==> config.mk <==
export PLATFORM = sky130hd
export DESIGN_NAME = phy_tx
export DESIGN_NICKNAME = d
export VERILOG_FILES = /design/src/rtl/phy_tx.sv
export SDC_FILE = /design/constraint.sdc
export NUM_CORES = 1
export LEC_CHECK = 0
export ABC_AREA = 1
export BUFFER_PORTS_ARGS = -buffer_cell sky130_fd_sc_hd__buf_2
export CAP_MARGIN = 20
export CORE_MARGIN = 10
export CORE_UTILIZATION = 25
export CTS_BUF_LIST = sky130_fd_sc_hd__clkbuf_8 sky130_fd_sc_hd__clkbuf_16
export CTS_CLUSTER_DIAMETER = 150
export DETAILED_ROUTE_END_ITERATION = 10
export HOLD_SLACK_MARGIN = 0.03
export SKIP_LAST_GASP = 1
export SYNTH_ARGS = -nofsm -noshare
export SYNTH_HDL_FRONTEND = slang
export SYNTH_SLANG_ARGS = --single-unit
==> constraint.sdc <==
create_clock -name i_clk -period 3.4 [get_ports i_clk]
set_clock_uncertainty 0.05 [all_clocks]
set_input_delay 0.51 -clock i_clk [delete_from_list [all_inputs] [get_ports i_clk]]
set_output_delay 0.51 -clock i_clk [all_outputs]
set_load 0.05 [all_outputs]
==> src/rtl/phy_tx.sv <==
// phy_tx: AXI-Stream to GT TX framer with 8b/10b K-character
// delimiters (idle commas, start word, FD end-of-frame).
module phy_tx #(
  parameter int unsigned P_IDLE_MIN = 2
) (
  input  logic        i_clk,
  input  logic        i_rst,
  input  logic [31:0] i_tx_axis_data,
  input  logic [3:0]  i_tx_axis_keep,
  input  logic        i_tx_axis_valid,
  input  logic        i_tx_axis_last,
  output logic        o_tx_axis_ready,
  output logic [31:0] o_gt_tx_data,
  output logic [3:0]  o_gt_tx_char,
  output logic        o_tx_underrun
);

  localparam logic [7:0] K_BC = 8'hBC;
  localparam logic [7:0] D_50 = 8'h50;
  localparam logic [7:0] K_FB = 8'hFB;
  localparam logic [7:0] K_FD = 8'hFD;

  localparam logic [31:0] W_IDLE  = {K_BC, D_50, K_BC, D_50};
  localparam logic [31:0] W_START = {D_50, K_BC, D_50, K_FB};
  localparam logic [31:0] W_EOF   = {K_FD, K_BC, K_BC, K_BC};
  localparam logic [3:0]  C_IDLE  = 4'b1010;
  localparam logic [3:0]  C_START = 4'b0101;
  localparam logic [3:0]  C_EOF   = 4'b1111;

  localparam logic [7:0] IDLE_MIN = 8'(P_IDLE_MIN);

  typedef enum logic [2:0] {
    S_IDLE,
    S_START,
    S_PAYLOAD,
    S_EOF,
    S_DROP
  } state_t;

  state_t      state_q;
  logic [7:0]  gap_q;
  logic [7:0]  gap_d;
  logic [31:0] word_q;
  logic [3:0]  char_q;
  logic        und_q;

  // saturating idle-gap count including the word being emitted now
  assign gap_d = (gap_q == 8'hFF) ? gap_q : gap_q + 8'd1;

  // framing FSM; words are kept in logical (first-byte-high) order
  always_ff @(posedge i_clk or posedge i_rst) begin
    if (i_rst) begin
      state_q <= S_IDLE;
      gap_q   <= 8'd0;
      word_q  <= W_IDLE;
      char_q  <= C_IDLE;
      und_q   <= 1'b0;
    end else begin
      und_q <= 1'b0;
      unique case (state_q)
        S_IDLE: begin
          word_q <= W_IDLE;
          char_q <= C_IDLE;
          gap_q  <= gap_d;
          if (gap_d >= IDLE_MIN && i_tx_axis_valid)
            state_q <= S_START;
        end
        S_START: begin
          word_q  <= W_START;
          char_q  <= C_START;
          state_q <= S_PAYLOAD;
        end
        S_PAYLOAD: begin
          if (!i_tx_axis_valid) begin
            // gap mid-frame: close the frame now, rest of it is
            // still upstream and gets swallowed in DROP
            word_q  <= W_EOF;
            char_q  <= C_EOF;
            und_q   <= 1'b1;
            state_q <= S_DROP;
          end else if (!i_tx_axis_last) begin
            word_q <= i_tx_axis_data;
            char_q <= 4'b0000;
          end else begin
            case (i_tx_axis_keep)
              4'b1110: begin
                word_q  <= {i_tx_axis_data[31:8], K_FD};
                char_q  <= 4'b0001;
                state_q <= S_IDLE;
                gap_q   <= 8'd0;
              end
              4'b1100: begin
                word_q  <= {i_tx_axis_data[31:16], K_FD, K_BC};
                char_q  <= 4'b0011;
                state_q <= S_IDLE;
                gap_q   <= 8'd0;
              end
              4'b1000: begin
                word_q  <= {i_tx_axis_data[31:24], K_FD, K_BC, K_BC};
                char_q  <= 4'b0111;
                state_q <= S_IDLE;
                gap_q   <= 8'd0;
              end
              default: begin
                word_q  <= i_tx_axis_data;
                char_q  <= 4'b0000;
                state_q <= S_EOF;
              end
            endcase
          end
        end
        S_EOF: begin
          word_q  <= W_EOF;
          char_q  <= C_EOF;
          state_q <= S_IDLE;
          gap_q   <= 8'd0;
        end
        S_DROP: begin
          word_q <= W_IDLE;
          char_q <= C_IDLE;
          if (i_tx_axis_valid && i_tx_axis_last) begin
            state_q <= S_IDLE;
            gap_q   <= 8'd0;
          end
        end
        default: begin
          state_q <= S_IDLE;
          gap_q   <= 8'd0;
        end
      endcase
    end
  end

  assign o_tx_axis_ready = (state_q == S_PAYLOAD) || (state_q == S_DROP);

  assign o_gt_tx_data = {word_q[7:0], word_q[15:8],
                         word_q[23:16], word_q[31:24]};
  assign o_gt_tx_char = {char_q[0], char_q[1], char_q[2], char_q[3]};
  assign o_tx_underrun = und_q;

endmodule

# Yosys cells after proc, flatten, opt, wreduce, memory -nomap -nowiden
# Index checks and enable logic that the tools add are counted.
[op_classes]
order_cmp = 1
n_addsub = 1
n_bitwise = 1
div_mod_pow = 0
muxes = 22
shift = 0
n_reduce_logical = 9
eq_ne = 14
mul = 0
[ops]
columns = ["cell", "count"]
rows = [
  ["$pmux 32 s4", 1],
  ["$pmux 24 s3", 1],
  ["$mux 8", 5],
  ["$mux 32", 1],
  ["$pmux 8 s4", 1],
  ["$mux 24", 1],
  ["$pmux 4 s4", 1],
  ["$mux 3", 5],
  ["$eq 4x4->1 const B", 3],
  ["$pmux 3 s4", 1],
  ["$ne 2x2->1 const B", 5],
  ["$pmux 3 s3", 1],
  ["$add 8x1->8 const B", 1],
  ["$eq 8x8->1 const B", 1],
  ["$ge 8x2->1 const B", 1],
  ["$eq 3x2->1 const B", 2],
  ["$reduce_and 5->1", 1],
  ["$mux 4", 1],
  ["$reduce_bool 4->1", 1],
  ["$eq 3x1->1 const B", 1],
  ["$eq 3x3->1 const B", 1],
  ["$logic_not 3->1", 1],
  ["$ne 3x3->1 const B", 1],
  ["$reduce_and 3->1", 1],
  ["other kinds (7)", 9],
]
[totals]
output_inout_bits = 38
memories = 0
mem_bits_rw = 0
latchBits = 0
inputBits = 40
wordCells = 53
register_bits = 48
romBits = 0

# Depth between registers and ports, before layout
# Gate-level depths: netlist of the first run.
[logic_depth]
depth_word = 6
ltp_mapped = 12
depth_no_buf = 12

# Worst setup path before layout of the first run
# No wires, ideal clock.
[synth_path]
path_kind = "register to output"
from = "reg state_q[1]"
to = "out o_tx_axis_ready"
setup_slack_ns = 1.161
stages_incl_launch_ff = 4
n_path_buf = 0
required_time_ns = 2.840
arrival_time_ns = 1.679
path_cell_list = "dfrtp_1 inv_1 nand2_1 o21ai_0"
[synth_between]
elab_chain_cells = 2
elab_cells_between_ends = 3
cone_classes = "eq/ne (2); reduce/logical (1)"
[synth_lines]
columns = ["element", "line", "text"]
rows = [
  ["from (decl)", "40", "state_t state_q;"],
  ["from (signal assigned)", "53", "state_q <= S_IDLE;"],
  ["from (signal assigned)", "66", "state_q <= S_START;"],
  ["from (signal assigned)", "71", "state_q <= S_PAYLOAD;"],
  ["$eq 3x2->1 / $eq 3x3->1 (equally long branches)", "134", "assign o_tx_axis_ready = (state_q == S_PAYLOAD) || (state_q == S_DROP);"],
  ["$logic_or 1x1->1 *", "134", ""],
  ["to (decl)", "12", "output logic o_tx_axis_ready,"],
]
# Mark *: on every way between the ends. The rest lies on a longest branch, timed or not.

# Worst setup path in the final report of the first run
[layout_path]
from = "reg state_q[2]"
to = "out o_tx_axis_ready"
# Same word-level chain as after synthesis.

==> results.md, run 1 <==
- Final hold vios: 0
- Critical path buffers and inverters: 3
- Final global-route overflow total: 0
- Post_cts resized: 0
- Cells after Synth: 277
- Crit share post-route: 69.3%
- Final core utilization: 32.7%
- N_diodes: 0
- Hold-fix buffers, CTS: 0
- EDFF count, synth: 0
- Status: finished, final reports clean
- Ys flop type: dfrtp_1
- Critical Path Stages: 6
- Post-synthesis sequential area ratio: 51.3%
- Relative slew slack: 61.6%
- Slew Viols, Final: 0
- Worst r2r path cells: 7
- CTS tree: built
- Antenna-violating nets left: 0
- CTS root buf: clkbuf_8
- Htree depth: 2
- VDD IR-drop max: 0.315 mV
- Port Buffers: 77
- Worst setup margin: 1040 ps
- Vias in the first global route: 2,217
- Chip Height: 118 um
- Fin cells: 487
- GRT Util Overall: 9.92%
- Measured slew at the worst slew-check pin: 574 ps
- HPWL after DPL: 5470 um
- Worst-path maximum fanout: 11
- Setup TNS: 0 ps
- Crit-path max cell delay: 510 ps
- Critical-path cell list: inv_4 -> nand2_4 -> nor2_4 -> inv_2 -> o21ai_0 -> buf_2
- Fillers: 960
- Syn. warnings: 0
- Final setup fails: 0
- Worst hold slack: 90.3 ps
- Ports: 78
- Leakage Power: 1.50 nW
- First-pass GRT wire length: 11,600 um
- Register area: 0.00122 mm2
- Clock sinks: 48
- Placed cells: 478
- Placed Area: 0.00289 mm2
- Drt first pass iters: 4
- Design area: 0.00302 mm2
- Worst path arrival time: 1800 ps
- Power per Cell Area: 906 mW/mm2
- Post-Synthesis Net Count: 318
- Critical Path End Type: primary output
- Total number of vias: 2,137
- HP Class: in2async
- Die width: 118 um
- Syn Std Cell Area: 0.00238 mm2
- Largest net degree at the start of global routing: 49
- Worst setup path end: o_tx_axis_ready
- Netlist cell types: 35
- Worst R2R End: word_q[4]
- Syn-to-layout area delta: 26.9%
- CTS clock-pin slew for the worst setup and hold paths: 90 ps
- Drt initial violations: 149
- Setup bufs post-CTS: 0
- Maximum clock rate: 0.424 GHz
- Layout cells sized above 1: 36.0%
- DIE AREA: 0.0138 mm2
- Max cap viols: 0
- Unrepaired setup endpoints after global routing: no
- # nets final: 398
- Slowest-stage cell, CP: dfrtp_1
- Vias per cell: 4.39
- Pwr Total: 2.73 mW
- #FFs+latches synth: 48
- Core area: 0.00924 mm2
- Async SR Flop Fraction: 100%
- Crit path launch type: register
- Clk_lat worst skew: 290 ps
- TritonCTS Buffers: 5
- Post-layout min period: 2360 ps
- Initial Utilization: 25.8%
- WL per Instance: 14.2 um
- Routed wire length: 6940 um
- Multi-input logic area: 0.00101 mm2
- DRC viols: 0
- Clk buf depth: 2
- Worst EP required: 2840 ps
- Antenna violations before repair: 0
- Reg2reg setup slack: 1610 ps
- CP Class: reg2out
- Worst Setup SP: state_q[2]
- Setup WS pre-CTS: 1380 ps
- Synthesized area per cell: 8.59 um2
- GP Congestion: 0.803
- Num rows: 35
- RR Startpoint: state_q[1]
- Family with the most delay on the worst path: buffers and inverters
layer usage:
metal,share of wire (%),vias up,global-route usage (%)
li1,-,1064,-
met1,46,1009,12.2
met4,1.9,0,3.40
met5,0,-,0
met3,4.1,10,2.21
met2,48,54,16.6
state kept, by name (all words and copies together) (netlist names):
name           count
word_q            32
state_q            3
char_q             4
gap_q              8
o_tx_underrun      1
cells in the final DEF, fill, tap and decap left out, types with 2 or more instances in the layout:
| master | count |
|---|---|
| nor2_2 | 2 |
| nand2_4 | 2 |
| inv_1 | 23 |
| inv_2 | 9 |
| nor2_1 | 23 |
| o21ai_0 | 9 |
| or2_2 | 3 |
| dfrtp_1 | 32 |
| nand3_1 | 28 |
| a22o_1 | 8 |
| nand2_1 | 76 |
| nor2_4 | 5 |
| clkbuf_8 | 5 |
| a21oi_1 | 12 |
| a31oi_1 | 2 |
| buf_2 | 77 |
| dfstp_2 | 16 |
| nand4_1 | 6 |
| nand2_2 | 3 |
Yosys cell counts, types with 2 or more instances:
master / count / area [um2]
nor2_1: 23 / 86.3
a22o_1: 8 / 70.1
nor2_2: 2 / 12.5
dfstp_2: 16 / 420
nand4_1: 6 / 37.5
a31oi_1: 2 / 12.5
nand3_1: 28 / 140
nor2_4: 5 / 56.3
buf_2: 3 / 15.0
inv_1: 22 / 82.6
inv_2: 8 / 30.0
nand2_1: 76 / 285
a21oi_1: 12 / 60.1
o21ai_0: 9 / 45.0
nand2_4: 2 / 22.5
dfrtp_1: 32 / 801
nand2_2: 3 / 18.8
or2_2: 3 / 18.8
final cells by class:
| type | count | share of cell area (%) |
|---|---|---|
| tap | 129 | 5.35 |
| sequential | 48 | 40.4 |
| inverter | 31 | 3.94 |
| clock inverter | 3 | 1.24 |
| clock buffer | 5 | 2.28 |
| multi-input combinational | 193 | 33.3 |
| timing repair buffer | 78 | 13.4 |
how the worst min path moves through the flow:
| stage | startpoint | end | slack [ps] |
|---|---|---|---|
| 2_1_floorplan | gap_q[3] | gap_q[3] | 450 |
| 3_3_place_gp | char_q[1] | char_q[1] | 400 |
| 3_5_place_dp | char_q[1] | char_q[1] | 400 |
| 4_1_cts | i_tx_axis_data[18] | word_q[18] | 370 |
| 5_1_grt | i_rst | word_q[30] | 100 |
| 6_report | i_rst | word_q[19] | 90 |
power breakdown:
part / switching (mW) / internal, mW / leakage (nW) / total (mW)
registers: 0.143 / 0.805 / 0.588 / 0.949
clock network: 0.187 / 0.214 / 0.0607 / 0.401
logic: 1.03 / 0.354 / 0.855 / 1.38
total: 1.36 / 1.37 / 1.50 / 2.73
worst register-to-register path, stage by stage (launching register included):
cell and delay (ps):
dfrtp_1 400, inv_1 80, nand2_1 150, inv_2 100
nor2_4 460, inv_2 220, o21ai_0 200, inv_1 60
logic make-up after synthesis:
group	synth area share [%]
AOI/OAI and AO/OA	11.6
xor gates and xnor gates	0.368
adders and majority gates	0.526
buffers and inverters	6.41
DFF	51.3
muxes	0.421
and+or+nand+nor	29.4
No activity file was read; power rests on OpenSTA's default activity.
==> run 2: changes to the inputs <==
Settings changed: ABC_AREA 1 to 0.
Clock period 3.4 ns to 2.05 ns, I/O delays scaled along.
==> run 2 against run 1 <==
Against the previous run:
- worst hold slack better by 7.2 ps
- sequential cell count stayed put
- critical path depth is 3 lower
- die area is 3.7% higher
- non-clock buffer count is 11 higher
- combinational power is 97% higher
- clock power is 89% higher
- sequential power is 70% higher
- cell count is 4.7% lower
- routed wire length is 14% higher
==> results.md, run 2 <==
- Status: finished, final reports clean
- GR Layer Usage met3: 4.36% (+2.2 points)
- Setup TNS: 0 ps (unchanged)
- Ys flop type: dfrtp_1
- Unrepaired setup endpoints after global routing: no
- Htree depth: 2 (unchanged)
- Largest net degree at the start of global routing: 49 (unchanged)
- Setup WS pre-CTS: 353 ps (-1020 ps)
- Measured slew at the worst slew-check pin: 608 ps (+33.3 ps)
- Clk_lat worst skew: 310 ps (+20 ps)
- Synthesized area per cell: 9.94 um2 (+16%)
- RR Startpoint: state_q[1]
- Max cap viols: 0 (unchanged)
- Vias per cell: 4.95 (+13%)
- Design area: 0.00318 mm2 (+5.5%)
- Relative slew slack: 59.5% (-2.1 points)
- Most common cell in the netlist: dfrtp_1
- Worst-path maximum fanout: 11 (unchanged)
- Reg2reg setup slack: 300 ps (-1310 ps)
- Power per Cell Area: 1600 mW/mm2 (+76%)
- Post-synthesis sequential area ratio: 49.1% (-2.2 points)
- VDD IR-drop max: 0.790 mV (+150%)
- Chip Height: 120 um (+1.8%)
- Met1 Resource Use GR: 13.3% (+1.1 points)
- Max reg flops: 32 (unchanged)
- Placed Area: 0.00305 mm2 (+5.6%)
- Top flop regs: word_q: 32 flops, gap_q: 8 flops, char_q: 4 flops
- Cell taking the most area after synthesis: dfrtp_1
- Netlist cell types: 56 (+60%)
- Num rows: 36 (+2.9%)
- Worst r2r path cells: 4 (-3)
- Routed wire length: 7880 um (+14%)
- CTS root buf: clkbuf_8
- Slew Viols, Final: 0 (unchanged)
- Antenna-violating nets left: 0 (unchanged)
- First-pass GRT wire length: 12,600 um (+8.2%)
- Post-synth top cells: dfrtp_1, a21oi_1, o21ai_0
- Drt first pass iters: 4 (unchanged)
- Vias in the first global route: 2,278 (+2.8%)
- TritonCTS Buffers: 5 (unchanged)
- Cells after Synth: 250 (-9.7%)
- Critical Path End Type: primary output
- Worst EP required: 1690 ps (-1150 ps)
- Worst setup margin: 161 ps (-883 ps)
- Final core utilization: 32.7% (+0.055 points)
- Share of the synthesized area in the top cell type: 32.2% (-1.4 points)
- Post-layout min period: 1890 ps
- Ports: 78 (unchanged)
- # nets final: 371 (-6.8%)
- Layout cells sized above 1: 37.5% (+1.4 points)
- Most flop-heavy register: word_q
- #FFs+latches synth: 48 (unchanged)
- N_diodes: 0 (unchanged)
- CTS tree: built
- Syn. warnings: 0 (unchanged)
- Initial Utilization: 25.6% (-0.20 points)
- EDFF count, synth: 0 (unchanged)
- Commonest non-fill, non-tap cell in the layout: buf_2
- Grt peak-use layer: met2
- CTS clock-pin slew for the worst setup and hold paths: 90 ps (about the same)
- WL per Instance: 17.0 um (+19%)
- Syn-to-layout area delta: 28.1%
- Most frequent cells in the layout: buf_2, dfrtp_1, o21ai_0, a21oi_1
- Worst hold slack: 97.5 ps (+7.16 ps)
- GRT Util Overall: 10.7% (+0.83 points)
- Core area: 0.00973 mm2 (+5.3%)
- Syn Std Cell Area: 0.00249 mm2 (+4.5%)
- Drt initial violations: 155 (+4.0%)
- Maximum clock rate: 0.529 GHz
- Clk buf depth: 2 (unchanged)
- Post-Synthesis Net Count: 291 (-8.5%)
- Total number of vias: 2,297 (+7.5%)
- Die width: 120 um (+1.8%)
- Port Buffers: 77 (unchanged)
- GP Congestion: 0.846 (+5.4%)
- Worst path arrival time: 1530 ps (-270 ps)
- Largest cells by area after synthesis: dfrtp_1, dfstp_2, a21oi_1, o21ai_0, a221o_1
- Leakage Power: 1.43 nW (-5.2%)
- Async SR Flop Fraction: 100% (unchanged)
- HP Class: in2async
- HPWL after DPL: 6010 um (+9.8%)
- Worst R2R End: gap_q[0]
- CP Class: reg2out
- Final setup fails: 0 (unchanged)
- Clock sinks: 48 (unchanged)
- Final hold vios: 0 (unchanged)
- Crit path launch type: register
- DRC viols: 0 (unchanged)
- Antenna violations before repair: 0 (unchanged)
- Crit share post-route: 92.1%
- Met2 Use GR: 17.0% (+0.38 points)
- DIE AREA: 0.0143 mm2 (+3.7%)
- Final global-route overflow total: 0 (unchanged)
-- run 2: cell count changes in the layout (fill, tap and decap cells not counted), sizes merged, moves of 6 or more --
cell,change
inv,-27
nand3,-18
buf,+11
a22o,-6
a21oi,+14
o21ai,+17
nor2,-11
nand2,-68
nand2b,+11
a221o,+7
-- run 2: how the worst max path moves through the flow --
| stage | startpoint | end | slack, ps | cells past startpoint |
|---|---|---|---|---|
| 6_report | state_q[2] | o_tx_axis_ready | 160 | 3 |
| 3_5_place_dp | state_q[1] | gap_q[4] | 350 | 4 |
| 2_1_floorplan | state_q[0] | o_tx_axis_ready | 280 | 3 |
| 3_3_place_gp | i_tx_axis_keep[0] | word_q[10] | 330 | 5 |
| 4_1_cts | state_q[2] | o_tx_axis_ready | 20 | 3 |
| 5_1_grt | state_q[2] | o_tx_axis_ready | 70 | 3 |
-- run 2: power by group --
part / switching (mW) / internal [mW] / leakage, nW
Combinational: 1.90 / 0.812 / 0.772
Clock: 0.328 / 0.431 / 0.0645
Sequential: 0.272 / 1.34 / 0.590
Total: 2.50 / 2.58 / 1.43
-- run 2: kinds of logic after synthesis --
| family | after synthesis | synth area share, % |
|---|---|---|
| AOI/OAI and AO/OA | 95 | 26.1 |
| and+or+nand+nor | 81 | 18.5 |
| DFF | 48 | 49.1 |
| buffers and inverters | 22 | 4.48 |
| muxes | 3 | 1.31 |
| adders and majority gates | 1 | 0.503 |
-- run 2: final cells by class --
type	count	area [um2]
clock buffer	7	96.3
tap	133	166
fill	1043	6550
sequential	48	1220
inverter	6	22.5
clock inverter	1	30.0
multi-input combinational	180	1160
timing repair buffer	89	490
-- run 2: routing by layer --
metal  part of all wire [%]  up-vias
met4                    1.9        0
met5                      0        -
met1                     44     1106
met3                    8.1       13
li1                       -     1096
met2                     46       82
-- run 2: metrics by stage --
stage               std cells  total power, mW
floorplan                 250             3.61
finish                    464             5.09
global route              464             5.41
CTS                       464             5.11
detailed placement        456             4.34
global placement          456             4.32
-- run 2: what timing repair did --
action	in CTS	in global routing
hold buffers	0	0
gates resized for setup	0	1
endpoints found under the setup margin	0	1
buffers inserted	0	0
-- run 2: critical path, stage by stage (launching register included) --
cell	delay, ps
dfrtp_1	510
nand2b_1	280
a21oi_2	250
buf_12	170
